===== src/rtl/instruction_fetch_queue_pkg.sv =====
// Shared constants and helpers for the instruction fetch queue.
//   NOP             : instruction presented while the queue is empty
//   PC_INC          : byte stride between sequential instructions
//   is_word_aligned : true when a byte address is on a 32-bit boundary
package instruction_fetch_queue_pkg;

    localparam logic [31:0] NOP    = 32'h0000_0000;
    localparam int unsigned PC_INC = 4;

    function automatic logic is_word_aligned(input logic [1:0] addr_lsb);
        return addr_lsb == 2'b00;
    endfunction

endpackage


===== src/rtl/fetch_queue.sv =====
// Synchronous FIFO holding prefetched {instruction, next_pc} entries.
//   i_clk, i_reset : clock, async active-high reset (clears pointers and count)
//   i_flush        : synchronous clear; overrides push and pop
//   i_push, i_data : write one entry
//   i_pop          : advance head; ignored when empty
//   o_head         : entry at the read pointer
//   o_empty        : no entries held
//   o_count        : occupied entries, 0..DEPTH
module fetch_queue #(
    parameter int unsigned WIDTH = 64,
    parameter int unsigned DEPTH = 4
) (
    input  logic                   i_clk,
    input  logic                   i_reset,
    input  logic                   i_flush,
    input  logic                   i_push,
    input  logic [WIDTH-1:0]       i_data,
    input  logic                   i_pop,
    output logic [WIDTH-1:0]       o_head,
    output logic                   o_empty,
    output logic [$clog2(DEPTH):0] o_count
);

    localparam int unsigned PTR_W = $clog2(DEPTH);
    localparam int unsigned CNT_W = PTR_W + 1;

    logic [WIDTH-1:0] mem_q [DEPTH];
    logic [PTR_W-1:0] rd_q, wr_q;
    logic [CNT_W-1:0] count_q, count_d;
    logic             pop_eff;

    assign pop_eff = i_pop && (count_q != '0);

    always_comb begin
        count_d = count_q;
        if (i_push && !pop_eff) begin
            count_d = count_q + 1'b1;
        end else if (!i_push && pop_eff) begin
            count_d = count_q - 1'b1;
        end
    end

    // Pointers wrap naturally since DEPTH is a power of two.
    always_ff @(posedge i_clk or posedge i_reset) begin
        if (i_reset) begin
            rd_q    <= '0;
            wr_q    <= '0;
            count_q <= '0;
        end else if (i_flush) begin
            rd_q    <= '0;
            wr_q    <= '0;
            count_q <= '0;
        end else begin
            if (i_push) begin
                wr_q <= wr_q + 1'b1;
            end
            if (pop_eff) begin
                rd_q <= rd_q + 1'b1;
            end
            count_q <= count_d;
        end
    end

    always_ff @(posedge i_clk) begin
        if (i_push && !i_flush) begin
            mem_q[wr_q] <= i_data;
        end
    end

    assign o_head  = mem_q[rd_q];
    assign o_empty = (count_q == '0);
    assign o_count = count_q;

    // The issuer's credit check must make overflow impossible.
    assert property (@(posedge i_clk) disable iff (i_reset)
        !(i_push && !i_flush && count_q == CNT_W'(DEPTH)));

endmodule


===== src/rtl/rom_memory32.sv =====
// Synchronous program ROM, one word per read-enabled clock.
//   i_clk       : clock, rising edge
//   i_r_en      : read enable; o_data updates at the edge when high
//   i_address   : word index
//   o_data      : registered read data
//   i_w_en      : load strobe, honoured only when no INIT_FILE image is used
//   i_w_address : load word index
//   i_w_data    : load data
module rom_memory32 #(
    parameter int unsigned NB_DATA   = 32,
    parameter int unsigned N_WORDS   = 128,
    parameter int unsigned NB_ADDR   = $clog2(N_WORDS),
    parameter string       INIT_FILE = ""
) (
    input  logic               i_clk,
    input  logic               i_r_en,
    input  logic [NB_ADDR-1:0] i_address,
    output logic [NB_DATA-1:0] o_data,
    input  logic               i_w_en,
    input  logic [NB_ADDR-1:0] i_w_address,
    input  logic [NB_DATA-1:0] i_w_data
);

    // A file-backed image is read-only; otherwise the load port fills it.
    localparam bit WRITABLE = (INIT_FILE == "");

    logic [NB_DATA-1:0] mem [N_WORDS];

    always_ff @(posedge i_clk) begin
        if (i_w_en && WRITABLE) begin
            mem[i_w_address] <= i_w_data;
        end
        if (i_r_en) begin
            o_data <= mem[i_address];
        end
    end

endmodule


===== src/rtl/instruction_fetch_queue.sv =====
// Prefetching instruction fetch stage between the program ROM and IF/ID.
//   i_clk, i_reset  : clock, async active-high reset
//   i_stall         : consumer not accepting; head held
//   i_branch        : one-cycle redirect request to i_branch_addr
//   o_instruction   : head instruction, NOP when !o_valid
//   o_next_pc_1     : head PC + 4, 0 when !o_valid
//   o_valid         : head entry valid
//   o_misaligned    : one-cycle pulse after a branch with target[1:0] != 0
//   o_queue_count   : occupied queue entries
module instruction_fetch_queue
    import instruction_fetch_queue_pkg::*;
#(
    parameter int unsigned NB_DATA        = 32,
    parameter int unsigned NB_ADDRESS     = 32,
    parameter int unsigned N_MEM_ADDRESS  = 128,
    parameter int unsigned NB_MEM_ADDRESS = $clog2(N_MEM_ADDRESS) + 2,
    parameter int unsigned QUEUE_DEPTH    = 4,
    parameter int unsigned RESET_PC       = 0,
    parameter string       INIT_FILE      = ""
) (
    input  logic                         i_clk,
    input  logic                         i_reset,
    input  logic                         i_stall,
    input  logic                         i_branch,
    input  logic [NB_ADDRESS-1:0]        i_branch_addr,
    output logic [NB_DATA-1:0]           o_instruction,
    output logic [NB_ADDRESS-1:0]        o_next_pc_1,
    output logic                         o_valid,
    output logic                         o_misaligned,
    output logic [$clog2(QUEUE_DEPTH):0] o_queue_count
);

    localparam int unsigned CNT_W   = $clog2(QUEUE_DEPTH) + 1;
    localparam int unsigned ENTRY_W = NB_DATA + NB_ADDRESS;
    localparam int unsigned ROM_AW  = NB_MEM_ADDRESS - 2;

    logic [NB_ADDRESS-1:0] fetch_pc_q;
    logic [NB_ADDRESS-1:0] inflight_npc_q;
    logic                  inflight_q;
    logic                  misaligned_q;
    logic                  branch_taken;
    logic                  issue;
    logic                  push;
    logic                  pop;
    logic                  empty;
    logic [CNT_W-1:0]      count;
    logic [NB_DATA-1:0]    rom_data;
    logic [ENTRY_W-1:0]    head;

    assign branch_taken = i_branch && is_word_aligned(i_branch_addr[1:0]);

    // Reserve a slot for the read in flight so a response always has room.
    assign issue = !branch_taken &&
                   ((count + CNT_W'(inflight_q)) < CNT_W'(QUEUE_DEPTH));

    // A redirect kills the response arriving this cycle.
    assign push = inflight_q && !branch_taken;
    assign pop  = o_valid && !i_stall;

    always_ff @(posedge i_clk or posedge i_reset) begin
        if (i_reset) begin
            fetch_pc_q     <= NB_ADDRESS'(RESET_PC);
            inflight_q     <= 1'b0;
            inflight_npc_q <= '0;
            misaligned_q   <= 1'b0;
        end else begin
            if (branch_taken) begin
                fetch_pc_q <= i_branch_addr;
            end else if (issue) begin
                fetch_pc_q <= fetch_pc_q + NB_ADDRESS'(PC_INC);
            end
            inflight_q     <= issue;
            inflight_npc_q <= fetch_pc_q + NB_ADDRESS'(PC_INC);
            misaligned_q   <= i_branch && !is_word_aligned(i_branch_addr[1:0]);
        end
    end

    rom_memory32 #(
        .NB_DATA   (NB_DATA),
        .N_WORDS   (N_MEM_ADDRESS),
        .NB_ADDR   (ROM_AW),
        .INIT_FILE (INIT_FILE)
    ) u_rom (
        .i_clk       (i_clk),
        .i_r_en      (issue),
        .i_address   (fetch_pc_q[NB_MEM_ADDRESS-1:2]),
        .o_data      (rom_data),
        .i_w_en      (1'b0),
        .i_w_address ({ROM_AW{1'b0}}),
        .i_w_data    ({NB_DATA{1'b0}})
    );

    fetch_queue #(
        .WIDTH (ENTRY_W),
        .DEPTH (QUEUE_DEPTH)
    ) u_queue (
        .i_clk   (i_clk),
        .i_reset (i_reset),
        .i_flush (branch_taken),
        .i_push  (push),
        .i_data  ({rom_data, inflight_npc_q}),
        .i_pop   (pop),
        .o_head  (head),
        .o_empty (empty),
        .o_count (count)
    );

    assign o_valid       = !empty;
    assign o_instruction = o_valid ? head[ENTRY_W-1 -: NB_DATA] : NB_DATA'(NOP);
    assign o_next_pc_1   = o_valid ? head[NB_ADDRESS-1:0] : '0;
    assign o_misaligned  = misaligned_q;
    assign o_queue_count = count;

endmodule


===== config.mk =====
export PLATFORM = sky130hd
export DESIGN_NAME = instruction_fetch_queue
export DESIGN_NICKNAME = d
export VERILOG_FILES = /design/src/rtl/instruction_fetch_queue_pkg.sv /design/src/rtl/fetch_queue.sv /design/src/rtl/rom_memory32.sv /design/src/rtl/instruction_fetch_queue.sv
export SDC_FILE = /design/constraint.sdc
export NUM_CORES = 1
export LEC_CHECK = 0
export BUFFER_PORTS_ARGS = -buffer_cell sky130_fd_sc_hd__buf_2
export CELL_PAD_IN_SITES_DETAIL_PLACEMENT = 0
export CELL_PAD_IN_SITES_GLOBAL_PLACEMENT = 1
export CORE_MARGIN = 2
export CORE_UTILIZATION = 44
export DETAILED_ROUTE_END_ITERATION = 8
export PLACE_DENSITY_LB_ADDON = 0.1
export SLEW_MARGIN = 20
export SYNTH_ARGS = -nofsm -noshare
export SYNTH_HDL_FRONTEND = slang
export SYNTH_MEMORY_MAX_BITS = 65536
export SYNTH_SLANG_ARGS = --single-unit

===== constraint.sdc =====
create_clock -name i_clk -period 3.5 [get_ports i_clk]
set_clock_uncertainty 0.2 [all_clocks]
set_input_delay 0.35 -clock i_clk [delete_from_list [all_inputs] [get_ports i_clk]]
set_output_delay 0.35 -clock i_clk [all_outputs]
set_load 0.01 [all_outputs]

==> results.cfg <==
[synth]
yosysSeqAreaShare_pct = 65.1
synthDominantCellAreaShare_pct = 44.1
synth.area.top_cells = edfxtp_1, dfrtp_1, mux4_2
ys_ff_latch = 201
ys_types = 44
yosysWarnings = 0
synthCells = 584
mappedNetlistArea_mm2 = 0.00871
synth.avg_cell_area_um2 = 14.9
yosysTopAreaCell = edfxtp_1

[place]
gp_congestion = 0.749
place_ws_ns = 0.916
placed_cell_area_mm2 = 0.00926
numPortBuffers = 72
dp_hpwl_um = 10500

[final_layout]
final_cell_mix = edfxtp_1, dfrtp_1, buf_2
diodes = 0
syn_to_final_growth_pct = 18.5
multi_input_area_mm2 = 0.00274
drive_gt1_share_pct = 25.1
finish.net_count = 738
fin_util_pct = 53.1
layout_commonest_cell = edfxtp_1
seq_area_mm2 = 0.00567
fill_cells = 1646
stdcell_area_mm2 = 0.0103

[clock_network]
cts_tree = yes
worstSkewPairLatency_ns = 0.49
ctsLongestPathBuffers = 3
clkTransAtPathRegs_ns = 0.06
cts-root-buf = clkbuf_16
cts-buffers-inserted = 22
cts_num_sinks = 201
h-tree-depth = 1
postCtsSetupBuffers = 0

[global_route]
grt_pass1_wl_um = 26600
grt_use_total_pct = 16.8
antenna_found_initial = 0
overflow = 0
grt_pass1_vias = 4871
grt_max_degree = 34

[timing]
grt_setup_unrepaired = no
hold_viol_final = 0
slew_violations = 0
max_freq_mhz = 328
max_slew_margin_pct = 33.9
finalCriticalPeriod_ns = 3.05
hold_slack_ns = 0.0544
tightest_slew_ns = 0.990
fin_tns_setup_ns = 0
worst_slack_ns = 0.447
finalSetupViolations = 0
post-route-period-util_pct = 87.2

[critical_path]
rr_worst_depth = 8
r2r_slack_ns = 1.10
crit_fanout = 33
worstSetupPathType = flop to output pin
critPathCaptureType = output pin
cp.required_ns = 2.95
worstPathArrival_ns = 2.50
start_kind = flop

[routing]
drt-wirelength-per-cell_um = 17.4
vias_per_cell = 4.94
first_pass_iters = 6
drc = 0
drt_wl_total_um = 17000
first_iter_violations = 277
drtAntennaViolNets = 0
vias = 4828

[job]
cap_violations = 0

[hold_path]
min_path_cells = 4
hold_class = input port to flop

[power]
p_leak_nw = 3.85
swShare_pct = 31.3
seq_power_share_pct = 43.7
p_switching_mw = 2.65
clkPwrFrac_pct = 27.5
power_density_mw_per_mm2 = 820
p_int_mw = 5.82
combPwrFrac_pct = 28.8
ir_worst_vdd_mv = 0.423

[die]
start_util_pct = 44.8
die_w_um = 145
pin_count = 105
die-area_mm2 = 0.0209
die_h_um = 145
coreArea_mm2 = 0.0195
row_count = 51

[outcome]
outcome = finished, final reports clean
## through the flow
step	power (mW)	cells
detailed placement	6.23	904
CTS	8.62	977
global route	8.96	977
floorplan	5.34	615
global placement	6.16	904
finish	8.47	977
## repair_timing
item                                    CTS  global route
hold buffers                             33             0
endpoints found under the setup margin    0             0
gates resized for setup                   0             0
hold endpoints to repair                 54             0
## cells in the mapped netlist, drive strengths merged
master    n
nor4      9
and4      6
and2     37
buf      46
a31oi     1
ha        5
a221oi    1
nand2    52
mux2i     2
inv       8
edfxtp  128
fa        1
nor3      9
xor2     27
nand3    14
a211oi    1
a21oi     2
nor2     26
xnor2    36
and3      5
o21ai    28
dfrtp    73
conb      1
clkbuf   15
nor2b     4
nor4b     2
a221o     1
nand4    12
mux4     32
## area by class of cell
class	instances	area share, %
sequential	201	54.9
multi-input combinational	345	26.5
timing repair buffer	118	7.87
clock buffer	29	6.08
tap	265	3.21
clock inverter	11	1.11
inverter	8	0.291
## kinds of logic (layout without fill, tap and decap cells)
| family | after synthesis | after routing | share of synthesized area [%] |
|---|---|---|---|
| other | 1 | 32 | 0.0430 |
| AOI/OAI and AO/OA | 34 | 34 | 2.10 |
| buffers and inverters | 69 | 166 | 4.84 |
| xor gates and xnor gates | 63 | 63 | 6.63 |
| and+or+nand+nor | 176 | 176 | 11.9 |
| adders and majority gates | 6 | 6 | 0.948 |
| DFF | 201 | 201 | 65.1 |
| muxes | 34 | 34 | 8.50 |
## power groups by stage
stage                     clock network [mW]  registers, mW  logic (mW)
after floorplan                            0           3.54        1.80
after global placement                     0           3.72        2.45
after detailed placement                   0           3.76        2.47
after CTS                               2.39           3.71        2.51
after global routing                    2.48           3.79        2.69
final                                   2.33           3.70        2.44
## final timing paths
check                                                       to                           start
worst max-delay path                            o_next_pc_1[3]  u_queue.o_count[2]$_DFFE_PP0P_
worst min-delay path               u_queue.rd_q[0]$_DFFE_PP0P_                         i_stall
worst max register to register  u_queue.o_count[2]$_DFFE_PP0P_  u_queue.o_count[2]$_DFFE_PP0P_
worst min register to register     inflight_npc_q[1]$_DFF_PP0_       fetch_pc_q[1]$_DFFE_PP0P_
max in group asynchronous          u_queue.wr_q[0]$_DFFE_PP0P_                         i_reset
min in group asynchronous         inflight_npc_q[15]$_DFF_PP0_                         i_reset
## metal layers
metal | wire length, µm | share of wire [%] | track usage, % | up-vias
met5 | 0 | 0 | 0 | -
met4 | 314 | 1.8 | 4.65 | 0
met3 | 745 | 4.4 | 2.44 | 24
met2 | 8260 | 49 | 27.7 | 120
met1 | 7690 | 45 | 23.6 | 2411
li1 | - | - | - | 2273
## critical path: stages, from the launching register on
cell,delay [ns]
dfrtp_1,0.51
nor3_1,0.44
inv_1,0.57
and2_1,0.34
buf_2,0.14
## state kept, by name, indices dropped and copies added, names as in the netlist
name,cells
u_queue.mem_q,128
fetch_pc_q,32
inflight_q,1
u_queue.rd_q,2
inflight_npc_q,32
o_misaligned,1
u_queue.o_count,3
u_queue.wr_q,2
Note: power is estimated with default switching activity, not from simulation.
